--- config.mk ---
export PLATFORM = sky130hd
export DESIGN_NAME = scan_bus_bridge
export DESIGN_NICKNAME = d
export VERILOG_FILES = /design/src/rtl/scan_bridge_pkg.sv /design/src/rtl/scan_sync.sv /design/src/rtl/scan_bus_bridge.sv
export SDC_FILE = /design/constraint.sdc
export NUM_CORES = 1
export LEC_CHECK = 0
export CORE_MARGIN = 5
export CORE_UTILIZATION = 47
export CTS_CLUSTER_SIZE = 28
export DETAILED_ROUTE_END_ITERATION = 8
export PLACE_DENSITY = 0.78
export SLEW_MARGIN = 5
export SYNTH_ARGS = -nofsm -noshare
export SYNTH_HDL_FRONTEND = slang
export SYNTH_SLANG_ARGS = --single-unit
--- constraint.sdc ---
create_clock -name clk -period 1.93 [get_ports clk]
set_input_delay 0.386 -clock clk [delete_from_list [all_inputs] [get_ports clk]]
set_output_delay 0.386 -clock clk [all_outputs]
set_load 0.05 [all_outputs]
--- src/rtl/scan_bridge_pkg.sv ---
// Shared definitions for the scan-chain debug bridge: chain field layout,
// default bus widths and transaction FSM encoding.
package scan_bridge_pkg;

    localparam int ADDR_W_DEF = 16;
    localparam int DATA_W_DEF = 16;

    localparam int WEN_POS  = 0;
    localparam int REN_POS  = 1;
    localparam int ADDR_POS = 2;

    function automatic int wdata_pos(input int aw);
        return ADDR_POS + aw;
    endfunction

    function automatic int rdata_pos(input int aw, input int dw);
        return ADDR_POS + aw + dw;
    endfunction

    function automatic int ready_pos(input int aw, input int dw);
        return ADDR_POS + aw + 2 * dw;
    endfunction

    function automatic int chain_len(input int aw, input int dw);
        return 3 + aw + 2 * dw;
    endfunction

    localparam int CHAIN_LEN = chain_len(ADDR_W_DEF, DATA_W_DEF);

    localparam logic [1:0] ST_IDLE = 2'd0;
    localparam logic [1:0] ST_REQ  = 2'd1;
    localparam logic [1:0] ST_DONE = 2'd2;

    typedef enum logic [1:0] {
        IDLE = ST_IDLE,
        REQ  = ST_REQ,
        DONE = ST_DONE
    } state_t;

endpackage

--- src/rtl/scan_sync.sv ---
// Multi-flop synchronizer for one asynchronous scan input, with an extra
// history flop providing rise, fall and any-edge strobes in the clk domain.
module scan_sync #(
    parameter int STAGES = 2
) (
    input  logic clk,
    input  logic rst_n,
    input  logic async_in,
    output logic level,
    output logic rise,
    output logic fall,
    output logic any_edge
);

    logic [STAGES-1:0] sync_q;
    logic              prev_q;

    always_ff @(posedge clk or negedge rst_n) begin
        if (!rst_n) begin
            sync_q <= '0;
            prev_q <= 1'b0;
        end else begin
            sync_q[0] <= async_in;
            for (int i = 1; i < STAGES; i++) begin
                sync_q[i] <= sync_q[i-1];
            end
            prev_q <= sync_q[STAGES-1];
        end
    end

    assign level    = sync_q[STAGES-1];
    assign rise     = level & ~prev_q;
    assign fall     = ~level & prev_q;
    assign any_edge = level ^ prev_q;

endmodule

--- src/rtl/scan_bus_bridge.sv ---
// Scan-chain debug responder: a tester shifts a command frame in, toggles
// scan_id to run one bus transaction, then captures the result for shift-out.
module scan_bus_bridge
    import scan_bridge_pkg::*;
#(
    parameter int ADDR_W         = ADDR_W_DEF,
    parameter int DATA_W         = DATA_W_DEF,
    parameter int SYNC_STAGES    = 2,
    parameter int TIMEOUT_CYCLES = 256
) (
    input  logic              clk,
    input  logic              rst_n,
    input  logic              scan_phi,
    input  logic              scan_phi_bar,
    input  logic              scan_data_in,
    input  logic              scan_load_chip,
    input  logic              scan_load_chain,
    input  logic              scan_id,
    output logic              scan_data_out,
    output logic              bus_req,
    output logic              bus_we,
    output logic [ADDR_W-1:0] bus_addr,
    output logic [DATA_W-1:0] bus_wdata,
    input  logic              bus_ack,
    input  logic [DATA_W-1:0] bus_rdata
);

    localparam int LEN     = chain_len(ADDR_W, DATA_W);
    localparam int WD_POS  = wdata_pos(ADDR_W);
    localparam int TIMER_W = (TIMEOUT_CYCLES > 1) ? $clog2(TIMEOUT_CYCLES) : 1;
    localparam logic [TIMER_W-1:0] TIMER_LAST = TIMER_W'(TIMEOUT_CYCLES - 1);

    logic phi_rise, phi_bar_rise, load_chip_rise, id_edge;
    logic data_level, load_chain_level;
    logic phi_level_unused, phi_fall_unused, phi_edge_unused;
    logic phib_level_unused, phib_fall_unused, phib_edge_unused;
    logic data_rise_unused, data_fall_unused, data_edge_unused;
    logic chip_level_unused, chip_fall_unused, chip_edge_unused;
    logic chain_rise_unused, chain_fall_unused, chain_edge_unused;
    logic id_level_unused, id_rise_unused, id_fall_unused;

    scan_sync #(.STAGES(SYNC_STAGES)) u_sync_phi (
        .clk(clk), .rst_n(rst_n), .async_in(scan_phi),
        .level(phi_level_unused), .rise(phi_rise),
        .fall(phi_fall_unused), .any_edge(phi_edge_unused)
    );

    scan_sync #(.STAGES(SYNC_STAGES)) u_sync_phi_bar (
        .clk(clk), .rst_n(rst_n), .async_in(scan_phi_bar),
        .level(phib_level_unused), .rise(phi_bar_rise),
        .fall(phib_fall_unused), .any_edge(phib_edge_unused)
    );

    scan_sync #(.STAGES(SYNC_STAGES)) u_sync_data (
        .clk(clk), .rst_n(rst_n), .async_in(scan_data_in),
        .level(data_level), .rise(data_rise_unused),
        .fall(data_fall_unused), .any_edge(data_edge_unused)
    );

    scan_sync #(.STAGES(SYNC_STAGES)) u_sync_load_chip (
        .clk(clk), .rst_n(rst_n), .async_in(scan_load_chip),
        .level(chip_level_unused), .rise(load_chip_rise),
        .fall(chip_fall_unused), .any_edge(chip_edge_unused)
    );

    scan_sync #(.STAGES(SYNC_STAGES)) u_sync_load_chain (
        .clk(clk), .rst_n(rst_n), .async_in(scan_load_chain),
        .level(load_chain_level), .rise(chain_rise_unused),
        .fall(chain_fall_unused), .any_edge(chain_edge_unused)
    );

    scan_sync #(.STAGES(SYNC_STAGES)) u_sync_id (
        .clk(clk), .rst_n(rst_n), .async_in(scan_id),
        .level(id_level_unused), .rise(id_rise_unused),
        .fall(id_fall_unused), .any_edge(id_edge)
    );

    logic [LEN-1:0]     chain_q;
    logic               master_q;
    logic               cap_q;
    logic               cfg_wen, cfg_ren;
    logic [ADDR_W-1:0]  cfg_addr;
    logic [DATA_W-1:0]  cfg_wdata;
    logic [DATA_W-1:0]  rdata_q;
    logic               ready_q;
    logic [TIMER_W-1:0] timer_q;
    state_t             state_q;

    // Master/slave chain: phi samples the input bit, phi_bar either shifts
    // or, when a capture was armed on phi, loads the status snapshot.
    always_ff @(posedge clk or negedge rst_n) begin
        if (!rst_n) begin
            chain_q  <= '0;
            master_q <= 1'b0;
            cap_q    <= 1'b0;
        end else if (phi_bar_rise) begin
            if (cap_q) begin
                chain_q <= {ready_q, rdata_q, cfg_wdata, cfg_addr, cfg_ren, cfg_wen};
                cap_q   <= 1'b0;
            end else begin
                chain_q <= {master_q, chain_q[LEN-1:1]};
            end
        end else if (phi_rise) begin
            master_q <= data_level;
            if (load_chain_level) begin
                cap_q <= 1'b1;
            end
        end
    end

    assign scan_data_out = chain_q[0];

    always_ff @(posedge clk or negedge rst_n) begin
        if (!rst_n) begin
            cfg_wen   <= 1'b0;
            cfg_ren   <= 1'b0;
            cfg_addr  <= '0;
            cfg_wdata <= '0;
        end else if (load_chip_rise) begin
            cfg_wen   <= chain_q[WEN_POS];
            cfg_ren   <= chain_q[REN_POS];
            cfg_addr  <= chain_q[ADDR_POS +: ADDR_W];
            cfg_wdata <= chain_q[WD_POS +: DATA_W];
        end
    end

    // Transaction FSM. bus_* are launch-time copies of cfg so that a later
    // load_chip cannot disturb a request already on the bus.
    always_ff @(posedge clk or negedge rst_n) begin
        if (!rst_n) begin
            state_q   <= IDLE;
            bus_req   <= 1'b0;
            bus_we    <= 1'b0;
            bus_addr  <= '0;
            bus_wdata <= '0;
            rdata_q   <= '0;
            ready_q   <= 1'b0;
            timer_q   <= '0;
        end else begin
            case (state_q)
                IDLE: begin
                    if (id_edge && (cfg_wen || cfg_ren)) begin
                        state_q   <= REQ;
                        bus_req   <= 1'b1;
                        bus_we    <= cfg_wen;
                        bus_addr  <= cfg_addr;
                        bus_wdata <= cfg_wdata;
                        ready_q   <= 1'b0;
                        timer_q   <= '0;
                    end
                end
                REQ: begin
                    if (bus_ack) begin
                        if (!bus_we) begin
                            rdata_q <= bus_rdata;
                        end
                        ready_q <= 1'b1;
                        bus_req <= 1'b0;
                        state_q <= DONE;
                    end else if (timer_q == TIMER_LAST) begin
                        bus_req <= 1'b0;
                        state_q <= DONE;
                    end else begin
                        timer_q <= timer_q + 1'b1;
                    end
                end
                DONE: begin
                    state_q <= IDLE;
                end
                default: begin
                    state_q <= IDLE;
                    bus_req <= 1'b0;
                end
            endcase
        end
    end

endmodule

# [Yosys cells after proc, flatten, opt, wreduce, memory -nomap -nowiden]
# Cells that the tools add are included.
[totals] elab_cells=77 latch_bits=0 mem_count=0 out_inout_bits=35 ram_bits=0 regBits=164 in_bits=25 rom_bits=0
[classes] n_addsub=1 div_mod_pow=0 n_lt_le_gt_ge=0 mul=0 n_bitwise=10 reduce_logical=14 shift=0 mux=19 eq_ne=8
[ops] op="$mux 51" n=1
[ops] op="$mux 8" n=3
[ops] op="$pmux 8 s2" n=1
[ops] op="$reduce_and 3->1" n=3
[ops] op="$add 8x1->8 const B" n=1
[ops] op="$eq 8x8->1 const B" n=1
[ops] op="$mux 1" n=8
[ops] op="$ne 2x2->1 const B" n=4
[ops] op="$reduce_and 2->1" n=4
[ops] op="$mux 2" n=3
[ops] op="$not 1->1" n=6
[ops] op="$reduce_bool 2->1" n=3
[ops] op="$pmux 2 s2" n=1
[ops] op="$reduce_and 4->1" n=1
[ops] op="$and 1x1->1" n=3
[ops] op="$ne 3x3->1 const B" n=1
[ops] op="$pmux 1 s3" n=1
[ops] op="$eq 2x1->1 const B" n=1
[ops] op="$eq 2x2->1 const B" n=1
[ops] op="$logic_not 2->1" n=1
[ops] op="$pmux 1 s2" n=1
[ops] op="$logic_and 1x1->1" n=1
[ops] op="$logic_or 1x1->1" n=1
[ops] op="$xor 1x1->1" n=1

# [Depth between registers and ports, before layout]
# Gate-level depths: netlist of the first run.
[logic_depth] depth_word=4 mapped_depth=7 ltp_nobuf=5

# [Modules after synthesis]
# A second synthesis of the first run with hierarchy kept.
[hier_totals] hier_cells=521 area_unflattened_um2=6732.7
[modules_own_cells] mod="scan_bus_bridge" cells_per_inst=473 n_inst=1 area_each_um2=6064.6 seq_area_each_um2=3703.6
[modules_own_cells] mod="scan_sync" cells_per_inst=8 n_inst=6 area_each_um2=111.4 seq_area_each_um2=75.1

# [Least setup slack after synthesis of the first run]
# Ideal clock, no wire load.
[synth_timing] path_type="register to register" startpoint="register timer_q[0]" endpoint="register timer_q[3]" arrival_time_ns=1.476 stages_incl_launch_ff=7 setup_slack_ns=0.328 setup_ns=0.126 n_path_buf=1 required_ns=1.804 period_less_slack_ns=1.602 path_cell_list="dfrtp_1 -> ha_1 -> nand3_1 -> o21ai_0 -> buf_2 -> nor3_1 -> a311o_1"
[synth_via] elab_chain_cells=4 word_cells_on_any_way=7 cone_classes="add/sub: 1; eq/ne: 2; mux: 3; reduce/logical: 1"
[synth_rtl] element="start: declaration" line="scan_bus_bridge.sv:86" rtl="logic [TIMER_W-1:0] timer_q;"
[synth_rtl] element="start signal: assignment" line="scan_bus_bridge.sv:164" rtl="timer_q <= timer_q + 1'b1;"
[synth_rtl] element="$add 8x1->8" line="scan_bus_bridge.sv:164"
[synth_rtl] element="$mux 8" line="scan_bus_bridge.sv:160" rtl="end else if (timer_q == TIMER_LAST) begin"
[synth_rtl] element="$mux 8" line="scan_bus_bridge.sv:153" rtl="if (bus_ack) begin"
[synth_rtl] element="$pmux 8 s2" line="scan_bus_bridge.sv:140" rtl="case (state_q)"
# Parallel ways exist; a longest one is shown, timed or not. The select of a mux whose other input is x is not followed.
# A chain may end at the register's enable or synchronous reset.

# [Final worst setup path of the first run]
# Ends and elaborated chain as after synthesis.

==> impl_results.md, run 1 <==
* Status: finished, final reports clean
* Synthesized instance count at 488
* CTS clk-pin slew, worst paths at roughly 0.060 ns
* Syn_area_per_cell at 13.6 sq um
* EDFF count, synth at 0
* Synth cell types at 37
* Commonest non-fill, non-tap cells in the layout: 163 x dfrtp_1, 61 x nand2_1, 55 x mux2_2
* Post-synth top flop: dfrtp_1
* Hold_sp: u_sync_data.sync_q[0]
* First-pass GRT wire length at between 20000 and 25000 um
* Post-synthesis register bit count at 164
* Critical Path Fanout Max at 14
* Post-Syn Area at between 6000 and 7000 sq um
* Placer Congestion at between 0.7 and 0.8
* Area occupied by multi-input gates at around 2400 sq um
* Setup TNS Final at 0 ns
* Worst slew margin at 66.4%
* Die width at approximately 130 um
* Crit path cell chain: ha_1 > nand3_1 > o21ai_2 > buf_4 > nor3_1 > a311o_1
* R2R cell count at 6
* DRT Pass-1 Iters at 4
* Area Overhead vs Synth at 21.7%
* CP Capture Type: flip-flop
* Sequential cell area at 4110 sq um
* Synth area leaders: dfrtp_1 62%, mux2_2 9.3%, mux2i_1 7.7%
* Detailed Place HPWL at roughly 7600 um
* Worst endpoint required time at 2.23 ns
* Period utilization at about 93%
* Post-synthesis sequential area ratio at 61.7%
* Core area at roughly 14000 sq um
* Commonest non-fill, non-tap cell in the layout: dfrtp_1
* Detailed-route wire length per cell at 15.6 um
* Setup repair after global routing missed its margin: false
* Largest net degree at the start of global routing at 53
* Crit Path Category: reg -> reg
* Slowest stage delay, CP at around 0.41 ns
* H-tree depth at 4
* Number of CTS-inserted buffers at 17
* Worst setup SP type: flip-flop
* Leakage Power at 3.97 nW
* DR iter-0 viols at ~270
* Max cap viols at 0
* CTS Root Cell: clkbuf_16
* Via count at between 3000 and 4000
* Share of cells above drive strength 1 at 26.5%
* R2R setup slack at roughly 0.14 ns
* Yosys warns at 0
* Leading area contributor after synthesis: dfrtp_1
* Deepest clock path buffer count at 2
* Hold WC Path Type: reg -> reg
* Pre-CTS WS at -0.119 ns
* Final hold violations at 0
* Hold path depth at 0
* Initial core utilization at 47.9%
* Slew at the pin closest to its max-slew limit at slightly above 0.5 ns
* Worst hold endpoint: u_sync_data.sync_q[1]
* Reg2reg start: timer_q[0]
* Synth top area share at between 60% and 70%
* DIE AREA at 16600 sq um
* Postcts setup bufs at 0
* Critical path's slowest cell: dfrtp_1
* GRT Util Overall at 15.6%
* Min setup slack post-route at 0.138 ns
* TritonCTS clock tree: yes
* I/O Buffers at 59
* Ports at 60
* Fmax at 558 MHz
* Worst VDD drop at 0.000617 V
* Fill cell count at between 1000 and 1500
* Worst EP arrival at approximately 2.1 ns
* Antenna cell count at 0
* DRC errors left at 0
* Grt total ovfl at 0
* WL final at around 12000 um
* FFs w/ async S/R, synth at 100%
* Post-route ant nets at 0
* Vias/cell at 5.10
* Vias in the first global route at roughly 4100
* Post-Syn Nets at between 500 and 600
* Endpoints failing setup at 0
* Pwr/cell area at between 900 and 1000 nW/um^2
* Die height at roughly 130 um
* Antenna violations before repair at 0
* Std-Cell Rows at 43
* Layout Skew at ~0.0075 ns
* Final layout net count at between 500 and 600
* FF-to-FF End: timer_q[3]
* Crit path time final at 1.79 ns
* CTS Sinks at 164
* Worst skew pair latency at 0.42 ns
* Final Max Slew Viols at 0
power by group:
group | switching (mW) | total, mW | internal, mW
Combinational | 0.292 | 0.580 | 0.288
Sequential | 0.155 | 3.83 | 3.68
Clock | 1.29 | 3.52 | 2.23
Total | 1.74 | 7.93 | 6.19
per-stage QoR:
stage	cells	util, %	power, mW	hold slack, ns	area (sq um)
floorplan	488	-	4.21	0.0904	6650
global placement	716	53.9	4.43	0.335	7490
detailed placement	716	53.9	4.48	0.338	7490
CTS	749	58.3	8.02	0.351	8090
global route	749	58.3	8.26	0.365	8100
finish	749	58.3	7.93	0.351	8100
cell families (layout without fill, tap and decap cells):
kind of cell	after synthesis	in the layout	share of synthesized area (%)
multiplexers	136	136	23.7
XOR/XNOR	1	1	0.132
buffers and inverters	33	114	3.12
AND/OR/NAND/NOR	89	89	5.94
flip-flops	164	164	61.7
adder cells (fa/ha/maj)	1	1	0.188
AO/OA/AOI/OAI	64	64	5.19
state kept, by name (all words and copies together), names as in the netlist, 2 cells and up:
name	cells
bus_addr	16
bus_wdata	16
cfg_addr	16
cfg_wdata	16
chain_q	51
rdata_q	16
state_q	2
timer_q	8
u_sync_data.sync_q	2
u_sync_id.sync_q	2
u_sync_load_chain.sync_q	2
u_sync_load_chip.sync_q	2
u_sync_phi.sync_q	2
u_sync_phi_bar.sync_q	2
how the worst max path moves through the flow:
| stage | from | to | slack (ns) | cells after the start |
|---|---|---|---|---|
| floorplan | timer_q[0] | timer_q[3] | 0.33 | 6 |
| global placement | bus_ack | timer_q[7] | 0.008 | 6 |
| detailed placement | bus_ack | timer_q[7] | -0.12 | 6 |
| CTS | state_q[1] | bus_wdata[0] | 0.006 | 3 |
| global route | timer_q[0] | timer_q[3] | 0.02 | 6 |
| finish | timer_q[0] | timer_q[3] | 0.14 | 6 |
worst max-delay path: cells and delay by family (launching register included):
kind,cells,cell delay (ns)
adder cells (fa/ha/maj),1,0.22
buffers and inverters,1,0.22
AND/OR/NAND/NOR,2,0.27
AO/OA/AOI/OAI,2,0.56
flip-flops,1,0.41
final cells by class:
class / count / area share (%)
Sequential cell: 164 / 50.7
Multi-Input combinational cell: 291 / 29.2
Timing Repair Buffer: 78 / 9.36
Clock buffer: 23 / 6.27
Tap cell: 180 / 2.78
Clock inverter: 9 / 1.51
Inverter: 4 / 0.185
synth_stat cells, drive strengths merged, types with 4 or more instances:
library cell	instances
inv	4
clkbuf	13
dfrtp	164
mux2	85
mux2i	51
nor2	4
buf	16
o21ai	54
nand2	61
nand3	8
metal layers:
layer | GRT usage, % | share of wire [%] | vias up
li1 | - | - | 1842
met1 | 20.7 | 46 | 1893
met3 | 4.94 | 4.5 | 14
met5 | 0 | 0 | -
met2 | 24.6 | 49 | 70
met4 | 5.37 | 1.3 | 0
timing repair:
item | 4_1_cts | 5_1_grt
endpoints found under the hold margin | 48 | 0
endpoints found under the setup margin | 28 | 32
pin swaps | 0 | 0
hold buffers | 1 | 0
resized for setup | 28 | 2
No activity file was read; power rests on OpenSTA's default activity.
==> run 2: changes to the inputs <==
Settings changed: GPL_ROUTABILITY_DRIVEN set to 0.
==> results of run 2 <==
Final layout, timing and power as in run 1 (identical DEF).
